## src/rtl/mem_stage_access.sv

```systemverilog
// MEM-stage access unit: drives a req/ack data-memory port with byte/half lane
// steering and load extension, stalls upstream while busy, registers MEM/WB.
module mem_stage_access #(
  parameter int unsigned TIMEOUT = 16
) (
  input  logic        clk,
  input  logic        rst,
  input  logic        CLR,
  input  logic        In,
  input  logic [31:0] IR,
  input  logic [31:0] PC,
  input  logic [31:0] R1,
  input  logic [31:0] R2,
  input  logic [31:0] RD2,
  input  logic [4:0]  WbRegNum,
  input  logic        RegWrite,
  input  logic        LOWrite,
  input  logic        HIWrite,
  input  logic        MemtoReg,
  input  logic        MemWrite,
  input  logic        UnsignedExt_Mem,
  input  logic        Byte,
  input  logic        Half,
  output logic        dm_req,
  output logic        dm_we,
  output logic [31:0] dm_addr,
  output logic [3:0]  dm_be,
  output logic [31:0] dm_wdata,
  input  logic [31:0] dm_rdata,
  input  logic        dm_ack,
  output logic        Stall,
  output logic        Out,
  output logic [31:0] IR_o,
  output logic [31:0] PC_o,
  output logic [31:0] R1_o,
  output logic [31:0] R2_o,
  output logic [31:0] MemData,
  output logic [4:0]  WbRegNum_o,
  output logic        RegWrite_o,
  output logic        LOWrite_o,
  output logic        HIWrite_o,
  output logic        MemtoReg_o,
  output logic        AdErr,
  output logic        BusErr
);

  localparam int unsigned CW = (TIMEOUT > 2) ? $clog2(TIMEOUT) : 1;

  typedef enum logic {S_IDLE, S_WAIT} state_t;

  state_t        state_q, state_d;
  logic [CW-1:0] cnt_q, cnt_d;

  logic        out_q, out_d;
  logic [31:0] ir_q, ir_d, pc_q, pc_d, r1_q, r1_d, r2_q, r2_d, memdata_q, memdata_d;
  logic [4:0]  wb_q, wb_d;
  logic        regw_q, regw_d, low_q, low_d, hiw_q, hiw_d, m2r_q, m2r_d;
  logic        aderr_q, aderr_d, buserr_q, buserr_d;

  logic        is_half, is_word, is_op, mis, mis_op, go;
  logic        done, ack_done, bus_err;
  logic [31:0] byte_sh, half_sh, ld_data;

  // Size decode: Byte wins over Half
  always_comb begin
    is_half = ~Byte & Half;
    is_word = ~Byte & ~Half;
    is_op   = In & (MemtoReg | MemWrite);
    mis     = (is_half & R1[0]) | (is_word & (R1[1:0] != 2'b00));
    mis_op  = is_op & mis;
    go      = is_op & ~mis;
  end

  // Little-endian lane steering shared by loads and stores
  always_comb begin
    dm_addr  = {R1[31:2], 2'b00};
    dm_be    = 4'b1111;
    dm_wdata = RD2;
    if (Byte) begin
      dm_be    = 4'b0001 << R1[1:0];
      dm_wdata = {4{RD2[7:0]}};
    end else if (Half) begin
      dm_be    = R1[1] ? 4'b1100 : 4'b0011;
      dm_wdata = {2{RD2[15:0]}};
    end
  end

  always_comb begin
    byte_sh = dm_rdata >> {R1[1:0], 3'b000};
    half_sh = dm_rdata >> {R1[1], 4'b0000};
    if (Byte) begin
      ld_data = UnsignedExt_Mem ? {24'b0, byte_sh[7:0]} : {{24{byte_sh[7]}}, byte_sh[7:0]};
    end else if (Half) begin
      ld_data = UnsignedExt_Mem ? {16'b0, half_sh[15:0]} : {{16{half_sh[15]}}, half_sh[15:0]};
    end else begin
      ld_data = dm_rdata;
    end
  end

  // Request FSM; done marks the cycle whose edge loads MEM/WB from the inputs
  always_comb begin
    state_d  = state_q;
    cnt_d    = cnt_q;
    dm_req   = 1'b0;
    Stall    = 1'b0;
    done     = 1'b0;
    ack_done = 1'b0;
    bus_err  = 1'b0;
    case (state_q)
      S_IDLE: begin
        if (go) begin
          dm_req = 1'b1;
          if (dm_ack) begin
            done     = 1'b1;
            ack_done = 1'b1;
          end else begin
            Stall   = 1'b1;
            state_d = S_WAIT;
            cnt_d   = CW'(1);
          end
        end else begin
          done = 1'b1;
        end
      end
      S_WAIT: begin
        dm_req = 1'b1;
        if (dm_ack) begin
          done     = 1'b1;
          ack_done = 1'b1;
          state_d  = S_IDLE;
          cnt_d    = '0;
        end else if (cnt_q == CW'(TIMEOUT - 1)) begin
          done    = 1'b1;
          bus_err = 1'b1;
          state_d = S_IDLE;
          cnt_d   = '0;
        end else begin
          Stall = 1'b1;
          cnt_d = cnt_q + CW'(1);
        end
      end
      default: state_d = S_IDLE;
    endcase
    dm_we = dm_req & MemWrite;
  end

  // MEM/WB next values: load on completion, bubble (payload held) on stall
  always_comb begin
    out_d     = out_q;
    ir_d      = ir_q;
    pc_d      = pc_q;
    r1_d      = r1_q;
    r2_d      = r2_q;
    memdata_d = memdata_q;
    wb_d      = wb_q;
    regw_d    = regw_q;
    low_d     = low_q;
    hiw_d     = hiw_q;
    m2r_d     = m2r_q;
    aderr_d   = aderr_q;
    buserr_d  = buserr_q;
    if (done) begin
      out_d     = In;
      ir_d      = IR;
      pc_d      = PC;
      r1_d      = R1;
      r2_d      = R2;
      wb_d      = WbRegNum;
      m2r_d     = MemtoReg;
      regw_d    = RegWrite & ~(mis_op | bus_err);
      low_d     = LOWrite & ~(mis_op | bus_err);
      hiw_d     = HIWrite & ~(mis_op | bus_err);
      memdata_d = (ack_done & MemtoReg) ? ld_data : 32'h0;
      aderr_d   = mis_op;
      buserr_d  = bus_err;
    end else begin
      out_d    = 1'b0;
      regw_d   = 1'b0;
      low_d    = 1'b0;
      hiw_d    = 1'b0;
      aderr_d  = 1'b0;
      buserr_d = 1'b0;
    end
  end

  always_ff @(posedge clk or posedge rst) begin
    if (rst) begin
      state_q   <= S_IDLE;
      cnt_q     <= '0;
      out_q     <= 1'b0;
      ir_q      <= '0;
      pc_q      <= '0;
      r1_q      <= '0;
      r2_q      <= '0;
      memdata_q <= '0;
      wb_q      <= '0;
      regw_q    <= 1'b0;
      low_q     <= 1'b0;
      hiw_q     <= 1'b0;
      m2r_q     <= 1'b0;
      aderr_q   <= 1'b0;
      buserr_q  <= 1'b0;
    end else if (CLR) begin
      state_q   <= S_IDLE;
      cnt_q     <= '0;
      out_q     <= 1'b0;
      ir_q      <= '0;
      pc_q      <= '0;
      r1_q      <= '0;
      r2_q      <= '0;
      memdata_q <= '0;
      wb_q      <= '0;
      regw_q    <= 1'b0;
      low_q     <= 1'b0;
      hiw_q     <= 1'b0;
      m2r_q     <= 1'b0;
      aderr_q   <= 1'b0;
      buserr_q  <= 1'b0;
    end else begin
      state_q   <= state_d;
      cnt_q     <= cnt_d;
      out_q     <= out_d;
      ir_q      <= ir_d;
      pc_q      <= pc_d;
      r1_q      <= r1_d;
      r2_q      <= r2_d;
      memdata_q <= memdata_d;
      wb_q      <= wb_d;
      regw_q    <= regw_d;
      low_q     <= low_d;
      hiw_q     <= hiw_d;
      m2r_q     <= m2r_d;
      aderr_q   <= aderr_d;
      buserr_q  <= buserr_d;
    end
  end

  assign Out        = out_q;
  assign IR_o       = ir_q;
  assign PC_o       = pc_q;
  assign R1_o       = r1_q;
  assign R2_o       = r2_q;
  assign MemData    = memdata_q;
  assign WbRegNum_o = wb_q;
  assign RegWrite_o = regw_q;
  assign LOWrite_o  = low_q;
  assign HIWrite_o  = hiw_q;
  assign MemtoReg_o = m2r_q;
  assign AdErr      = aderr_q;
  assign BusErr     = buserr_q;

endmodule

```

## config.mk

```make
export PLATFORM = sky130hd
export DESIGN_NAME = mem_stage_access
export DESIGN_NICKNAME = d
export VERILOG_FILES = /design/src/rtl/mem_stage_access.sv
export SDC_FILE = /design/constraint.sdc
export NUM_CORES = 1
export LEC_CHECK = 0
export CAP_MARGIN = 10
export CORE_AREA = 2 2 174 176
export DETAILED_ROUTE_END_ITERATION = 7
export DIE_AREA = 0 0 176 178
export PLACE_DENSITY = 0.57
export SKIP_CTS_REPAIR_TIMING = 1
export SLEW_MARGIN = 20
export SYNTH_ARGS = -nofsm -noshare
export SYNTH_HDL_FRONTEND = slang
export SYNTH_SLANG_ARGS = --single-unit
export TNS_END_PERCENT = 30
```

## constraint.sdc

```tcl
create_clock -name clk -period 7 [get_ports clk]
set_input_delay 0.7 -clock clk [delete_from_list [all_inputs] [get_ports clk]]
set_output_delay 0.7 -clock clk [all_outputs]
set_load 0.1 [all_outputs]
```

==> impl_results.md <==
* Status: finished, final reports clean
* Period utilization at 67.3%
* Post-Synthesis Cells at 625
* Worst-skew pair later-pin latency at 0.43 ns
* Hold_sp: MemData[1]
* CTS buffer count at 17
* GRT Util Overall at between 15 and 20%
* Peak supply drop at ~0.00016 V
* PwrDens at 256 nW/um2
* # rows at 63
* Nets at between 1000 and 1500
* Post-route non-filler standard cell count at 1410
* DRT Wirelength at between 20000 and 30000 um
* Starting Density at 26.4%
* Worst setup SP type: input pin
* Area Overhead vs Synth at 65.3%
* Critical path class: in -> out
* Clk slew on worst S/H paths at 0.06 ns
* Adder-Cell Fraction of Synth Area at 0.161%
* Via density at approximately 4.6
* Final GP Congestion at between 0.7 and 0.8
* Detailed Routing Iterations Pass 1 at 4
* First-pass GRT wire length at 41200 um
* Mapped Area at 7750 um2
* Filler cells at 2800
* Max Slew Vio Count at 0
* Xor-xnor portion of the synthesized cell area at 0%
* Setup violators final at 0
* Worst r2r src: cnt_q[0]
* Final min period at 4.71 ns
* Full die area at 31300 um2
* CP max FO at 26
* Inst Count DP at 1379
* Synth cell types at 43
* N_diodes at 0
* Highest-count cells in the layout ignoring fill and taps: clkdlybuf4s50_1 (450), dfrtp_1 (177), a22o_1 (134), o2bb2ai_1 (32), nor2_1 (28)
* DR top layer: met4
* Vias in the first global route at 6713
* Skew final at 0.0114 ns
* Routed wire per std cell at 19.9 um
* Worst Hold Depth at 1
* Port bufs at between 400 and 500
* Post-synthesis compound-gate area fraction at about a quarter
* Final Hold Vio Count at 0
* Chip height at 178 um
* Critical Path Sink Type: output pin
* Met1 WL at 12200 um
* Largest family of logic cells by synthesized area: compound AO/OA/AOI/OAI gates
* Post-Synth Simple-Gate Area at between 4 and 5%
* Core ar. at 29400 um2
* Leak at between 0.005 and 0.006 uW
* RSZ-0062 raised after global routing: no
* Max-cap violation count at 0
* Max stage delay on crit path at 1.15 ns
* Die W at 176 um
* Crit path cell chain: clkdlybuf4s50_1, nand2_1, nand2_1, inv_1, clkdlybuf4s50_1
* Drc violations at 0
* CP max stage cell: clkdlybuf4s50_1
* Fin Setup TNS at 0 ns
* CTS tree: yes
* RR Endpoint: R2_o[4]
* Sequential area share after synthesis at 57.2%
* Worst slew margin at 27.9%
* Gr ovfl total at 0
* Synth Flop Type: dfrtp_1
* Met3 wire length at 2250 um
* Met2 WL at roughly 13000 um
* Critical path origin: R1[1]
* # IOs at 453
* Hold endpoint: MemData[1]
* Post-Syn Area per Cell at 12.4 um2
* Dpl hpwl at about 20000 um
* Synthesis-stage register bit count at between 150 and 200
* Clock Sinks at about 180
* Vias at 6539
* Yosys warning count at 0
* Commonest non-fill, non-tap cell in the layout: clkdlybuf4s50_1
* Worst hold path type: reg -> reg
* Max frequency at 212 MHz
* Routed Antenna Nets at 0
* Initial antenna violation count at 0
* Req. time, crit path at 6.30 ns
* Mux cell area share after synthesis at under 10%
* Worst EP arrival at 4.01 ns
* CTS Buffer Depth at 2
* Fraction of registers with async set/reset at 100%
* R2R Setup Slk at 4.30 ns
* Initial DRC count at between 400 and 500
* Layout cells sized above 1 at 5.39%
* CTS root buffer: clkbuf_16
* Post-synth EDFFs at 0
* R2r worst-path depth at 6
* CTS H-Tree Depth at 4
* Largest net degree at the start of global routing at 132
* Worst Tran Pin Value at 1.08 ns
area by class of cell:
| type | count | area, um2 | share of cell area, % |
|---|---|---|---|
| clock inverter | 13 | 173 | 1.35 |
| timing repair buffer | 456 | 4570 | 35.7 |
| sequential | 177 | 4430 | 34.6 |
| clock buffer | 18 | 439 | 3.43 |
| multi-input combinational | 341 | 2650 | 20.7 |
| inverter | 15 | 61.3 | 0.479 |
| tap | 390 | 488 | 3.81 |
registers in the layout, summed over array words and instances (netlist names), 4 cells and up:
| name | cells |
|---|---|
| IR_o | 32 |
| MemData | 32 |
| PC_o | 32 |
| R1_o | 32 |
| R2_o | 32 |
| WbRegNum_o | 5 |
| cnt_q | 4 |
worst max path at each step:
stage               cells after the start       end
floorplan                               1     AdErr
global route                            5  dm_be[0]
finish                                  5  dm_be[0]
detailed placement                      5  dm_be[0]
CTS                                     5  dm_be[0]
global placement                        5  dm_be[0]
cells by family (layout without fill, tap and decap cells):
family,after synthesis,in the layout
compound gates,227,227
fa+ha+maj,1,1
buf+inv,108,502
flops,177,177
mux,33,33
other cells,1,2
simple gates,78,78
synth_stat cells, types with 2 or more instances:
library cell,number,share of area [%]
dfrtp_1,177,57
a22o_1,134,15
buf_4,47,4.6
o2bb2ai_1,32,3.6
nor2_1,28,1.4
clkbuf_1,24,1.2
mux2i_1,23,3.0
o21ai_0,22,1.4
nand2_1,20,0.97
inv_1,15,0.73
buf_6,13,1.9
and3_1,9,0.73
mux2_2,9,1.3
a211oi_1,8,0.77
and2_1,7,0.57
o221ai_1,7,0.79
o22a_1,7,0.79
a21oi_1,6,0.39
buf_2,5,0.32
buf_1,4,0.19
nand2b_1,4,0.32
nand4_1,2,0.16
or3_1,2,0.16
stage by stage:
stage                     worst slack, ns  total power, uW  hold WS [ns]  cell area (um2)  util [%]
after floorplan                      1.50             1940         0.444             7750         -
after CTS                            2.33             3320         0.493            12800      43.6
final                                2.29             3280         0.487            12800      43.6
after detailed placement             2.34             2290         0.475            12200      41.5
after global placement               2.39             2290         0.472            12200      41.5
after global routing                 2.12             3400         0.506            12800      43.6
critical path, delay by kind of cell:
| kind | cells | cell delay (ns) |
|---|---|---|
| simple gates | 2 | 1.15 |
| buf+inv | 3 | 2.15 |
report_power, final:
group / total [uW] / switching (uW) / internal [uW]
sequential: 1120 / 36.3 / 1080
combinational: 1150 / 833 / 313
clock: 1020 / 442 / 578
total: 3280 / 1310 / 1970
layer usage:
layer  GRT usage (%)  up-vias
li1                -     3064
met2            27.3      240
met4            4.65        0
met3            6.22       23
met5               0        -
met1            22.7     3212
Note: power is estimated with default switching activity, not from simulation.
==> patch (same settings) <==
Change the parameter `TIMEOUT` from 16 to 8.
--- a/src/rtl/mem_stage_access.sv
+++ b/src/rtl/mem_stage_access.sv
@@ -1,7 +1,7 @@
 // MEM-stage access unit: drives a req/ack data-memory port with byte/half lane
 // steering and load extension, stalls upstream while busy, registers MEM/WB.
 module mem_stage_access #(
-  parameter int unsigned TIMEOUT = 16
+  parameter int unsigned TIMEOUT = 8
 ) (
   input  logic        clk,
   input  logic        rst,
Formal check against the unedited RTL: same outputs for any inputs over 4 cycles, from zero or initial values and one cycle with rst high; that may be too few to reach the edited logic, so the function may still have changed.
==> patch against the unedited design <==
Sequential cell count is 1 lower. Cell area up 3.1%. Synthesized area increased by 5.0%. Synthesized cell count increased by 44%. Count of clock-buffer cells in the layout grew 1. Largest cell class unchanged. Power decreased by 1.5%. Hold slack improved by 0.0013 ns. Maximum frequency fell by 2.1%. Setup slack worse by 0.10 ns. Wire length is 9.8% higher. Sequential share of layout area shrank 1.2 points.
==> patch: results (changes against the unedited design) <==
- Worst Setup SP: Half (was R1[1])
- Gr usage total: 19.2% (was 17.4%)
- Fill count: 2,886 (was 2,800)
- Largest net degree at the start of global routing: 104 (was 132)
- WP data arrival: 4.12 ns (was 4.01 ns)
- Clock skew: 0.0240 ns (was 0.0114 ns)
- Final HPWL DP: 22.0 mm (was 20.2 mm)
- Distinct cell type count after synthesis: 44 (was 43)
- Final #Nets: 1,486 (was 1,219)
- P_leak: 5.74 nW (was 5.60 nW)
- Status: complete, no violations (unchanged)
- Vias per Instance: 4.59 (was 4.64)
- Placer congestion estimate: 0.812 (was 0.754)
- First-pass GRT wire length: 46.3 mm (was 41.2 mm)
- Initial antenna violation count: 1 (was 0)
- Worst-margin pin slew: 1.10 ns (was 1.08 ns)
- WL met3: 2.67 mm (was 2.25 mm)
- Synth cell count leaders: nand2_1 (289), dfrtp_1 (176), a21oi_1 (136) (was dfrtp_1 (177), a22o_1 (134), buf_4 (47))
- CP Max Fanout: 20 (was 26)
- M1 wire length: 13.6 mm (was 12.2 mm)
- Met2 WL: 14.3 mm (was 13.3 mm)
- R2R Setup Slk: 3.91 ns (was 4.30 ns)
- Synth area leaders: dfrtp_1 (54%), nand2_1 (13%), a21oi_1 (8.4%) (was dfrtp_1 (57%), a22o_1 (15%), buf_4 (4.6%))
- Worst vdd ir: 0.000148 V (was 0.000159 V)
- Switching Fraction: 42.1% (was 39.9%)
[patch: cell type report]
cell class / instances / area share (%)
Clock inverter: 13 / 1.02
Tap cell: 390 / 3.70
Antenna cell: 1 / 0.0190
Timing Repair Buffer: 458 / 34.5
Sequential cell: 176 / 33.4
Multi-Input combinational cell: 606 / 23.5
Clock buffer: 19 / 3.43
Inverter: 15 / 0.483
[patch: cells by family after synthesis]
kind of cell / share of synthesized area, %
mux: 4.21
other cells: 0.0461
compound gates: 16.7
flops: 54.1
buf+inv: 7.83
simple gates: 16.8
fa+ha+maj: 0.308
[patch: through the flow]
step | std cells | setup slack (ns) | hold WS (ns) | cell area (sq um)
2_1_floorplan | 903 | 1.53 | 0.507 | 8140
3_3_place_gp | 1645 | 2.24 | 0.473 | 12600
3_5_place_dp | 1645 | 2.23 | 0.473 | 12600
4_1_cts | 1677 | 2.21 | 0.496 | 13200
5_1_grt | 1677 | 2.02 | 0.503 | 13200
6_report | 1678 | 2.18 | 0.488 | 13200
[patch: worst min path at each step]
stage | end | slack [ns] | depth (start not counted)
final | MemData[22] | 0.49 | 1
after global placement | MemData[25] | 0.47 | 1
after floorplan | cnt_q[1] | 0.51 | 2
after global routing | MemData[16] | 0.50 | 1
after detailed placement | MemData[31] | 0.47 | 1
after CTS | MemData[22] | 0.50 | 1
[patch: layer usage]
metal  up-vias  global-route usage (%)
li1       3722                       -
met1      3684                    26.0
met2       278                    29.7
met3        19                    6.56
met4         0                    4.34
met5         -                       0
[patch: power groups by stage]
stage,logic [mW],registers [mW],clock network [mW]
finish,1.16,1.11,0.967
global route,1.21,1.11,1.04
CTS,1.17,1.11,0.998
detailed placement,1.17,1.12,0
global placement,1.17,1.12,0
floorplan,0.391,1.55,0
